===== config.mk =====
export PLATFORM = sky130hd
export DESIGN_NAME = led_pattern_gen_flat
export DESIGN_NICKNAME = d
export VERILOG_FILES = /design/src/rtl/led_cfg_if.sv /design/src/rtl/led_pattern_gen.sv /design/src/flat_wrapper.sv
export SDC_FILE = /design/constraint.sdc
export NUM_CORES = 1
export LEC_CHECK = 0
export ABC_AREA = 1
export CELL_PAD_IN_SITES_DETAIL_PLACEMENT = 1
export CELL_PAD_IN_SITES_GLOBAL_PLACEMENT = 2
export CORE_MARGIN = 2
export CORE_UTILIZATION = 31
export DETAILED_ROUTE_END_ITERATION = 6
export PLACE_DENSITY_LB_ADDON = 0.25
export SLEW_MARGIN = 20
export SYNTH_ARGS = -nofsm -noshare
export SYNTH_HDL_FRONTEND = slang
export SYNTH_SLANG_ARGS = --single-unit

===== constraint.sdc =====
create_clock -name clk -period 1.05 [get_ports clk]
set_input_delay 0.315 -clock clk [delete_from_list [all_inputs] [get_ports clk]]
set_output_delay 0.315 -clock clk [all_outputs]
set_load 0.1 [all_outputs]

===== src/rtl/led_cfg_if.sv =====
// led_cfg_if: channel configuration write port for led_pattern_gen
interface led_cfg_if #(
    parameter int CH_W  = 2,
    parameter int PWM_W = 4
);
    logic             wr_en;
    logic [CH_W-1:0]  wr_chan;
    logic [1:0]       wr_mode;
    logic [PWM_W-1:0] wr_duty;
    modport master (output wr_en, wr_chan, wr_mode, wr_duty);
    modport slave  (input  wr_en, wr_chan, wr_mode, wr_duty);
endinterface


===== src/rtl/led_pattern_gen.sv =====
// led_pattern_gen: shared prescaler/phase driving per-channel off/on/blink/pwm LEDs
// Define LED_BREATHE_EN to turn mode 3 into a triangle-wave breathe effect.
module led_pattern_gen #(
    parameter int CHANNELS   = 4,
    parameter int PRESCALE_W = 8,
    parameter int PWM_W      = 4,
    parameter int CH_W       = 2
) (
    input  logic                clk,
    input  logic                rst,
    led_cfg_if.slave            cfg,
    output logic [CHANNELS-1:0] led,
    output logic                tick
);
    localparam logic [CH_W:0] NCH = (CH_W+1)'(CHANNELS);
    logic [PRESCALE_W-1:0] presc;
    logic [PWM_W-1:0]      phase;
    logic                  p_max;
    logic                  wr_ok;
    assign p_max = &presc;
    assign wr_ok = cfg.wr_en && ({1'b0, cfg.wr_chan} < NCH);
    always_ff @(posedge clk) begin
        if (rst) begin
            presc <= '0;
            phase <= '0;
            tick  <= 1'b0;
        end else begin
            presc <= presc + 1'b1;
            tick  <= p_max;
            if (p_max) phase <= phase + 1'b1;
        end
    end
    for (genvar i = 0; i < CHANNELS; i++) begin : g_ch
        logic [1:0]       mode;
        logic [PWM_W-1:0] duty;
        logic             wr;
        logic             pwm;
        logic             led_q;
        assign wr = wr_ok && (cfg.wr_chan == CH_W'(i));
`ifdef LED_BREATHE_EN
        logic [PWM_W-1:0] level;
        logic [PWM_W-1:0] target;
        logic [PWM_W-1:0] nlevel;
        logic             up;
        assign target = up ? duty : '0;
        assign nlevel = level < target ? level + 1'b1 : level > target ? level - 1'b1 : level;
        // level restarts whenever the channel is (re)entered into mode 3 or is not breathing
        always_ff @(posedge clk) begin
            if (rst || (wr && cfg.wr_mode == 2'd3) || mode != 2'd3) begin
                level <= '0;
                up    <= 1'b1;
            end else if (p_max && &phase) begin
                level <= nlevel;
                if (nlevel == target) up <= !up;
            end
        end
        assign pwm = phase < level;
`else
        assign pwm = (phase < duty) || (&duty);
`endif
        always_ff @(posedge clk) begin
            if (rst) begin
                mode  <= '0;
                duty  <= '0;
                led_q <= 1'b0;
            end else begin
                if (wr) begin
                    mode <= cfg.wr_mode;
                    duty <= cfg.wr_duty;
                end
                led_q <= mode == 2'd0 ? 1'b0 : mode == 2'd1 ? 1'b1 : mode == 2'd2 ? phase[PWM_W-1] : pwm;
            end
        end
        assign led[i] = led_q;
    end
endmodule


===== src/flat_wrapper.sv =====
// flat-port wrapper written by rule: the top's interface ports become plain ports
module led_pattern_gen_flat 
#(
    parameter int CHANNELS   = 4,
    parameter int PRESCALE_W = 8,
    parameter int PWM_W      = 4,
    parameter int CH_W       = 2
)
  (clk, rst, led, tick, cfg_wr_en, cfg_wr_chan, cfg_wr_mode, cfg_wr_duty);
  led_cfg_if #(.CH_W(CH_W), .PWM_W(PWM_W)) cfg_i ();
  input  logic clk;
  input  logic rst;
  output logic [CHANNELS-1:0] led;
  output logic tick;
  input wire logic [$bits(cfg_i.wr_en)-1:0] cfg_wr_en;
  input wire logic [$bits(cfg_i.wr_chan)-1:0] cfg_wr_chan;
  input wire logic [$bits(cfg_i.wr_mode)-1:0] cfg_wr_mode;
  input wire logic [$bits(cfg_i.wr_duty)-1:0] cfg_wr_duty;
  assign cfg_i.wr_en = cfg_wr_en;
  assign cfg_i.wr_chan = cfg_wr_chan;
  assign cfg_i.wr_mode = cfg_wr_mode;
  assign cfg_i.wr_duty = cfg_wr_duty;
  led_pattern_gen #(.CHANNELS(CHANNELS), .PRESCALE_W(PRESCALE_W), .PWM_W(PWM_W), .CH_W(CH_W)) u_core (.clk(clk), .rst(rst), .cfg(cfg_i), .led(led), .tick(tick));
endmodule

---- Word level (Yosys, flattened, before mapping) ----
Cells that the tools add are included.
W data, S select, Z words.
storage, ports and cells
  output and inout port bits .............. 5
  flip-flop bits (word level) ............. 41
operators by class
  eq/ne operators ......................... 11
  magnitude comparators ................... 4
  reduce and logical (&&, ||, !) cells .... 22
  $add $sub $neg .......................... 2
  multiplexer cells ....................... 8
operators with widths
  operator               count
  $lt A4 B4 Y1           4
  $reduce_and A4 Y1      4
  $eq A2 B2 Y1 const B   6
  $eq A2 B1 Y1 const B   5
  $logic_not A2 Y1       5
  $add A8 B1 Y8 const B  1
  $mux W1                8
  $reduce_and A8 Y1      1
  $reduce_or A2 Y1       4
  $add A4 B1 Y4 const B  1
  $logic_and A1 B1 Y1    4
  $logic_or A1 B1 Y1     4

---- Depth between registers and ports, before layout ----
  depth in word-level cells ............... 4
  gate-level depth with buffers ........... 7
  mapped depth without buffers ............ 7

---- Worst setup path before layout ----
OpenSTA, ideal clock, no wires.
  path kind ............................... register to output
  start ................................... register u_core.tick
  end ..................................... output port tick
  stages on the path, launching flop included .. 1
  arrival ................................. 0.909 ns
  required time ........................... 0.735 ns
  slack ................................... -0.174 ns
  cells stage by stage .................... dfxtp_1
RTL lines
  item                    RTL line               text
  from (decl)             led_pattern_gen.sv:13  output logic tick
  from (signal assigned)  led_pattern_gen.sv:29  tick <= p_max;
  to (decl)               flat_wrapper.sv:14     output logic tick;
No word-level cell between the ends.

---- Final worst setup path ----
  start ................................... register u_core.g_ch[0].led_q
  end ..................................... output port led[0]
RTL lines
  item                    RTL line               text
  from (decl)             led_pattern_gen.sv:38  logic led_q;
  from (signal assigned)  led_pattern_gen.sv:71  led_q <= mode == 2'd0 ? 1'b0 : mode == 2'd1 ? 1'b1 : mode == 2'd2 ? phase[PWM_W-1] : pwm;
  to (decl)               flat_wrapper.sv:13     output logic [CHANNELS-1:0] led;
No word-level cell between the ends.

==> out/metrics.cfg <==
[outcome]
status=complete, but fails checks
violations=negative setup slack

[setup_path]
critical_path_class=register to output port
cp.depth=1
cp_top_family=flip-flops
slowest_stage=dfxtp_2
crit_buf_inv=1
worstPathRequired_ps=730
start_kind=register
crit_fanout=1
end_kind=output port
crit_chain=buf_12
crit_path_max_incr_delay_ps=350
arrival_ps=830
r2r_cells=7

[logic_synthesis]
synth_fa_ha_area_share_pct=8.47
synth_area_leader_cell=dfxtp_1
syn_inst=264
ys_warn_count=0
ys.flop_type=dfxtp_1
synthSimpleGateAreaFrac_pct=19.1
synth_xor_area_share_pct=0.847
synth_seq_area_share_pct=39.7
synthMuxAreaShare_pct=0
synth_seq_cells=41
synth_enable_flop_cells=0
yosysUniqueCellTypes=23
synth_compound_area_share_pct=20.2
synth_common_cells=nand2_1, dfxtp_1, a21oi_1
syn_area_per_cell_um2=7.83
synth_top_family_by_area=compound AO/OA/AOI/OAI gates
synth-async-reset-ratio_pct=0
yosys.area.top_type_share_pct=39.7
syn_nets=289
yosysMostFrequentCell=nand2_1
syn_area_um2=2070
synth_area_leaders=dfxtp_1, ha_1, nand2_1

[cells_and_area]
num_antenna_cells=0
area_growth_pct=41.5
nNetsFinal=333
n_fill_cell=756
final_layout_size_suffix_gt1_share_pct=42.9
fin_area_um2=2930

[placed_design]
port_buffers=15
place_hpwl_um=3720
dpl_cell_area_um2=2510
gp_congestion=0.699

[sta]
skew_ps=10.3
drv_slew=0
fmax_ghz=0.871
worst_pin_slew_ps=294
hold_ws_ps=409
fin_crit_sh_pct=109
setup_ws_ps=-98.0
hold_viol=0
relSlewSlack_pct=80.3
rsz0062_at_grt=true
fin_crit_ps=1150
setup_viol=13

[global_routing]
antenna_found_initial=0
grt.total_usage_pct=15.6
gr-total-overflow=0
grt_pass1_vias=1782
grt_max_degree=22
grt_pass1_wl_um=8780

[clocking]
clk_latency_ps=310
hold_buffers=0
cts_htree_levels=2
numCtsBuffers=5
cts_tree=done
clockRootBuffer=clkbuf_8
cts.sinks=41
cts_buffer_depth=2
clk_pin_slew_worst_paths_ps=80

[detailed_routing]
wl_per_cell_um=14.1
drt-vias-per-instance=4.63
drc=0
wl_um=5420
vias=1783
detail-route-antenna-nets=0
drt_iter0_markers=51
firstDrtPassIters=4

[power]
leakage_nw=1.14
power.density_nw_per_um2=1110
power_mw=3.24
ir_worst_vdd_mv=0.696

[floorplan]
die-area_um2=7340
die_w_um=85.7
pin_count=16
core_area_um2=6390
rows=29
start_util_pct=32.4
die_h_um=85.7

[min_path]
hold_class=input port to register
holdPathStages=3

[job]
cap_viol_max_count=0

[power by group]
| part | internal, mW | switching (mW) |
|---|---|---|
| logic | 0.213 | 0.268 |
| clock network | 0.520 | 0.587 |
| registers | 1.61 | 0.0387 |
[logic make-up after synthesis]
logic type                 after synthesis
adders and majority gates               14
buffers and inverters                   49
xor gates and xnor gates                 2
AOI/OAI and AO/OA                       71
and+or+nand+nor                         87
DFF                                     41
[per-layer routing]
metal / up-vias / share of wire (%) / track usage [%]
met5: - / 0 / 0
met4: 0 / 1.9 / 6.49
met3: 10 / 1.8 / 3.18
met2: 11 / 48 / 24.8
met1: 813 / 49 / 20.6
li1: 949 / - / -
[area by class of cell]
cell class / instances / area [µm²] / area share, %
inverters: 37 / 141 / 4.83
multi-input cells: 175 / 1250 / 42.8
clock inverters: 1 / 7.51 / 0.257
clock buffers: 6 / 82.6 / 2.82
flip-flops and latches: 41 / 850 / 29.0
repair buffers: 48 / 497 / 17.0
well taps: 77 / 96.3 / 3.29
[registers in the layout, indices dropped and copies added (netlist names)]
| name | cells |
|---|---|
| u_core.g_ch.mode | 8 |
| u_core.tick | 1 |
| u_core.presc | 8 |
| u_core.phase | 4 |
| u_core.g_ch.led_q | 4 |
| u_core.g_ch.duty | 16 |
[what timing repair did]
item / CTS / global route
buffers inserted: 4 / 2
pin swaps: 23 / 10
gates resized for setup: 39 / 34
gates cloned: 0 / 2
endpoints found under the setup margin: 38 / 37
[per-stage QoR]
stage	setup slack [ps]	std cells	utilization, %	TNS, ps
after floorplan	18.3	264	-	0
after global placement	-528	370	39.2	-14570
after detailed placement	-542	370	39.2	-15310
after CTS	-97.9	381	43.6	-948
after global routing	-132	385	45.8	-1790
final	-98.0	385	45.8	-767
[layout by cell type (no fill, tap or decap), drive strengths merged]
cell           synthesis  layout
o21ai                 26      26
clkinvlp               0       1
buf                   12      37
nand2                 50      51
dlymetal6s2s           0       1
clkbuf                 0      10
xor2                   1       1
dfxtp                 41      41
clkdlybuf4s50          0       6
nand3                 11      11
a21oi                 41      41
ha                    14      14
nor2                  24      24
inv                   37      37
xnor2                  1       1
o211ai                 4       4
nand4                  1       1
nor3b                  1       1
[path summary, 6_finish.rpt]
check                          from                      to  slack (ps)
min reg2reg  u_core.g_ch[3].mode[1]  u_core.g_ch[3].mode[1]         480
max            u_core.g_ch[0].led_q                  led[0]        -100
max reg2reg         u_core.phase[1]    u_core.g_ch[3].led_q         -60
min                             rst         u_core.presc[0]         410
No activity file was read; power rests on OpenSTA's default activity.
